==> src/rtl/wb_queue.sv <==
// Writeback queue: two producers (load unit has priority) feed an in-order FIFO
// that drains one register-file write per cycle. `WB_FWD_EN adds operand forwarding.
module wb_queue #(
  parameter int DEPTH = 4
) (
  input  logic        clk,
  input  logic        rst,
  input  logic        a_valid,
  input  logic [4:0]  a_rd,
  input  logic [31:0] a_data,
  output logic        a_ready,
  input  logic        b_valid,
  input  logic [4:0]  b_rd,
  input  logic [31:0] b_data,
  output logic        b_ready,
  output logic        W_en,
  output logic [4:0]  Rd,
  output logic [31:0] Wr_data,
  input  logic [4:0]  q_rs1,
  input  logic [4:0]  q_rs2,
  output logic        pend1,
  output logic        pend2,
  output logic        fwd1_hit,
  output logic        fwd2_hit,
  output logic [31:0] fwd1_data,
  output logic [31:0] fwd2_data,
  output logic        idle
);
  localparam int PW = $clog2(DEPTH);

  logic [PW-1:0] r_wptr, r_rptr;
  logic [PW:0]   r_count;
  logic [4:0]    r_rd_mem   [DEPTH];
  logic [31:0]   r_data_mem [DEPTH];

  logic        w_full, w_empty, w_acc, w_push, w_pop;
  logic [4:0]  w_in_rd;
  logic [31:0] w_in_data;

  assign w_full    = (r_count == (PW+1)'(DEPTH));
  assign w_empty   = (r_count == '0);
  assign b_ready   = !w_full;
  assign a_ready   = !w_full & !b_valid;
  assign w_acc     = (b_valid & b_ready) | (a_valid & a_ready);
  assign w_in_rd   = b_valid ? b_rd : a_rd;
  assign w_in_data = b_valid ? b_data : a_data;
  // x0 writes finish the handshake but never occupy a slot
  assign w_push    = w_acc & (w_in_rd != 5'd0);
  assign w_pop     = !w_empty;
  assign idle      = w_empty & !W_en;

  always_ff @(posedge clk or posedge rst) begin
    if (rst) begin
      r_wptr  <= '0;
      r_rptr  <= '0;
      r_count <= '0;
      W_en    <= 1'b0;
      Rd      <= '0;
      Wr_data <= '0;
    end else begin
      if (w_push) r_wptr <= r_wptr + PW'(1);
      if (w_pop)  r_rptr <= r_rptr + PW'(1);
      case ({w_push, w_pop})
        2'b10:   r_count <= r_count + (PW+1)'(1);
        2'b01:   r_count <= r_count - (PW+1)'(1);
        default: r_count <= r_count;
      endcase
      W_en <= w_pop;
      if (w_pop) begin
        Rd      <= r_rd_mem[r_rptr];
        Wr_data <= r_data_mem[r_rptr];
      end
    end
  end

  always_ff @(posedge clk) begin
    if (w_push) begin
      r_rd_mem[r_wptr]   <= w_in_rd;
      r_data_mem[r_wptr] <= w_in_data;
    end
  end

  logic [1:0][4:0]  w_q;
  logic [1:0]       w_pend;
  logic [1:0][31:0] w_fdata;
  logic [DEPTH-1:0] w_vld;
  assign w_q = {q_rs2, q_rs1};

  always_comb begin
    for (int i = 0; i < DEPTH; i++) w_vld[i] = ((PW+1)'(i) < r_count);
  end

  // Scan oldest (output register) to youngest (tail) so the last match wins.
  always_comb begin
    w_pend  = '0;
    w_fdata = '0;
    for (int p = 0; p < 2; p++) begin
      if (W_en && Rd == w_q[p]) begin
        w_pend[p]  = 1'b1;
        w_fdata[p] = Wr_data;
      end
      for (int i = 0; i < DEPTH; i++) begin
        if (w_vld[i] && r_rd_mem[r_rptr + PW'(i)] == w_q[p]) begin
          w_pend[p]  = 1'b1;
          w_fdata[p] = r_data_mem[r_rptr + PW'(i)];
        end
      end
      if (w_q[p] == 5'd0) begin
        w_pend[p]  = 1'b0;
        w_fdata[p] = '0;
      end
    end
  end

  assign pend1 = w_pend[0];
  assign pend2 = w_pend[1];

`ifdef WB_FWD_EN
  assign fwd1_hit  = w_pend[0];
  assign fwd2_hit  = w_pend[1];
  assign fwd1_data = w_fdata[0];
  assign fwd2_data = w_fdata[1];
`else
  assign fwd1_hit  = 1'b0;
  assign fwd2_hit  = 1'b0;
  assign fwd1_data = '0;
  assign fwd2_data = '0;
`endif

endmodule
==> config.mk <==
export PLATFORM = sky130hd
export DESIGN_NAME = wb_queue
export DESIGN_NICKNAME = d
export VERILOG_FILES = /design/src/rtl/wb_queue.sv
export SDC_FILE = /design/constraint.sdc
export NUM_CORES = 1
export LEC_CHECK = 0
export ABC_AREA = 1
export BUFFER_PORTS_ARGS = -buffer_cell sky130_fd_sc_hd__buf_2
export CORE_UTILIZATION = 60
export CTS_CLUSTER_SIZE = 24
export DETAILED_ROUTE_END_ITERATION = 12
export PLACE_DENSITY = 0.86
export SYNTH_ARGS = -nofsm -noshare
export SYNTH_HDL_FRONTEND = slang
export SYNTH_SLANG_ARGS = --single-unit
==> constraint.sdc <==
create_clock -name clk -period 4.4 [get_ports clk]
set_input_delay 0.22 -clock clk [delete_from_list [all_inputs] [get_ports clk]]
set_output_delay 0.22 -clock clk [all_outputs]
set_load 0.01 [all_outputs]
==> flow_summary_export.csv <==
group,metric,value,unit
synth,ys_seq_elements,193,
pwr,p_total,7.64,mW
synth,synth_area,0.00956,mm2
routing,avgViaCountPerCell,5.49,
synth,async_flop_share,23.3,%
synth,syn_area_per_cell,9.15,um2
timing,setup_viol,0,
critical_path,cp_top_family,"simple AND/OR/NAND/NOR gates",
timing,tightest_slew,1270,ps
timing,clock.fmax,0.315,GHz
clock_network,cts_root_buf,"clkbuf_16",
floorplan,fp.dieW,128,um
global_route,first_global_vias,7025,
clock_network,path_clk_slew,70,ps
critical_path,cp_max_fo,33,
layout,drive_above_1_share,15.6,%
critical_path,cp_slowest_stage_delay,1040,ps
timing,fin_setup_tns,0,ps
placement,place.gp.congestion,0.982,
clock_network,ctsHoldBuffers,0,
critical_path,crit_arrival,2960,ps
floorplan,initial_core_util,62.2,%
synth,synthCells,1045,
synth,synth_ff_type,"edfxtp_1",
critical_path,critPathLaunchType,"register",
floorplan,die_y,128,um
floorplan,io_pins,197,
critical_path,cp.required,4180,ps
critical_path,cp-end-kind,"output pin",
routing,avgRoutedWirePerCell,16.7,um
layout,insertedDiodeCount,0,
critical_path,cp-startpoint,"r_rptr[0]",
critical_path,crit_slowest_cell,"dfrtp_1",
clock_network,cts_buffers,17,
timing,fin_crit_sh,72.2,%
routing,first_iter_violations,704,
critical_path,crit_chain,"inv_4 > nand2_2 > nand2_4 > nand2_1 > nand2_1 > nand2_1 > nand2_1 > nor2_1 > nand3_1 > nand2_1 > nor2_1 > nor2_1 > buf_2",
routing,vias,7574,
routing,dr.pass1.iters,6,
synth,synth_edf_count,148,
synth,synth_cell_types,33,
timing,max-slew-margin-rel,15.1,%
critical_path,worst-path-buf-inv,2,
critical_path,r2r_cells,5,
timing,hold_viol,0,
timing,rsz0062_at_grt,"false",
floorplan,die_area,0.0164,mm2
placement,hpwl,14.6,mm
global_route,grt_usage,28.8,%
critical_path,rr_startpoint,"r_rptr[0]",
routing,drc,0,
job,cap_violations,0,
floorplan,row_count,45,
clock_network,ctsResizeCount,0,
routing,wl,23.0,mm
floorplan,core,0.0154,mm2
pwr,vdd_drop_max,0.354,mV
critical_path,cp.depth,13,
critical_path,crit_top_cell,"nand2_1",
status,status,"finished clean",
pwr,pwr_density_cell,715,mW/mm2
pwr,power_leakage,4.91,nW
layout,syn2layout_area_growth,11.8,%
timing,clock_skew,5.52,ps
clock_network,htree_levels,4,
layout,fin_cells,1380,
global_route,antenna_found_initial,1,
synth,yosysSeqAreaShare,58.2,%
global_route,grt_pass1_wl,35.1,mm
routing,postRouteAntennaNets,0,
layout,nets,1253,
global_route,grt_start_max_net_pins,51,
worst_hold_path,hold_class,"input port to asynchronous set/reset pin",
clock_network,clkSinkCount,193,
synth,yosys_warnings,0,
timing,hold_ws,42.1,ps
timing,fin_crit,3180,ps
placement,dp.cells,1348,
global_route,grt_overflow_total,0,
clock_network,cts_tree,"yes",
placement,portBuffers,130,
clock_network,clkLatencyLatePin,430,ps
timing,drv_slew,0,
clock_network,post_cts_buffers,0,
critical_path,worstSetupPathType,"register to output pin",
clock_network,cts.path.max_buffers,2,
cells in the mapped netlist (5+ instances only):
cell type	instances	area, um2
ha_1	9	113
nor2_1	58	218
nand2_1	441	1660
a21oi_1	9	45.0
o21ai_0	14	70.1
buf_4	68	510
dfrtp_1	45	1130
buf_2	5	25.0
inv_1	50	188
clkbuf_1	23	86.3
nand3_1	85	425
buf_6	5	56.3
a41oi_1	12	105
nand2_2	5	31.3
edfxtp_1	148	4440
nand4_1	19	119
a22oi_1	18	135
per-stage QoR:
| step | util (%) | worst slack [ps] | area, um2 |
|---|---|---|---|
| finish | 69.5 | 1220 | 10700 |
| global route | 69.5 | 1000 | 10700 |
| CTS | 69.5 | 1240 | 10700 |
| detailed placement | 65.6 | 1090 | 10100 |
| global placement | 65.6 | 1210 | 10100 |
| floorplan | - | 1360 | 9810 |
metal layers:
metal | up-vias | share of wire (%) | track usage (%)
li1 | 3554 | - | -
met1 | 3505 | 38 | 35.2
met2 | 448 | 50 | 48.6
met3 | 65 | 8.6 | 5.88
met4 | 2 | 3.2 | 14.3
met5 | - | 0.056 | 0
placed cells by master, fill, tap and decap left out, types with 3 or more instances in the layout:
cell | synthesis | layout
nand2_1 | 441 | 440
edfxtp_1 | 148 | 148
buf_2 | 5 | 130
nand3_1 | 85 | 85
conb_1 | 1 | 66
nor2_1 | 58 | 54
inv_1 | 50 | 49
dfrtp_1 | 45 | 45
nand4_1 | 19 | 19
a22oi_1 | 18 | 18
clkbuf_16 | 0 | 17
o21ai_0 | 14 | 14
a41oi_1 | 12 | 12
a21oi_1 | 9 | 9
ha_1 | 9 | 9
nand2_2 | 5 | 6
clkinv_4 | 0 | 5
xnor2_1 | 4 | 4
nor2_4 | 0 | 4
inv_8 | 0 | 4
inv_2 | 2 | 3
xor2_1 | 3 | 3
a31oi_1 | 3 | 3
flip-flops by register name, summed over array words and instances, names as in the netlist:
name        count
r_data_mem    128
Wr_data        32
r_rd_mem       20
Rd              5
r_count         3
r_rptr          2
r_wptr          2
W_en            1
logic make-up (layout without fill, tap and decap cells):
logic type / after synthesis / after routing / share of synthesized area, %
compound gates: 63 / 63 / 4.49
other cells: 1 / 66 / 0.0392
flops: 193 / 193 / 58.2
simple gates: 613 / 613 / 26.0
fa+ha+maj: 9 / 9 / 1.18
buf+inv: 159 / 218 / 9.39
xor+xnor: 7 / 7 / 0.641
area by class of cell:
| type | instances | area [um2] |
|---|---|---|
| clock buffer | 18 | 439 |
| clock inverter | 14 | 173 |
| fill | 1169 | 4680 |
| inverter | 54 | 205 |
| multi-input combinational | 758 | 3370 |
| sequential | 193 | 5570 |
| tap | 211 | 264 |
| timing repair buffer | 132 | 666 |
worst paths after layout:
kind | end | slack, ps
max in group asynchronous | Wr_data[17] | 3670
max reg2reg | Wr_data[2] | 1520
min reg2reg | Wr_data[10] | 480
min in group clk | r_data_mem[3][22] | 130
min | Wr_data[30] | 40
max | pend2 | 1220
power breakdown:
group	total (mW)	switching, mW	internal (mW)
Clock	1.59	0.716	0.874
Sequential	3.01	0.350	2.66
Combinational	3.04	2.11	0.930
No activity file was read; power rests on OpenSTA's default activity.
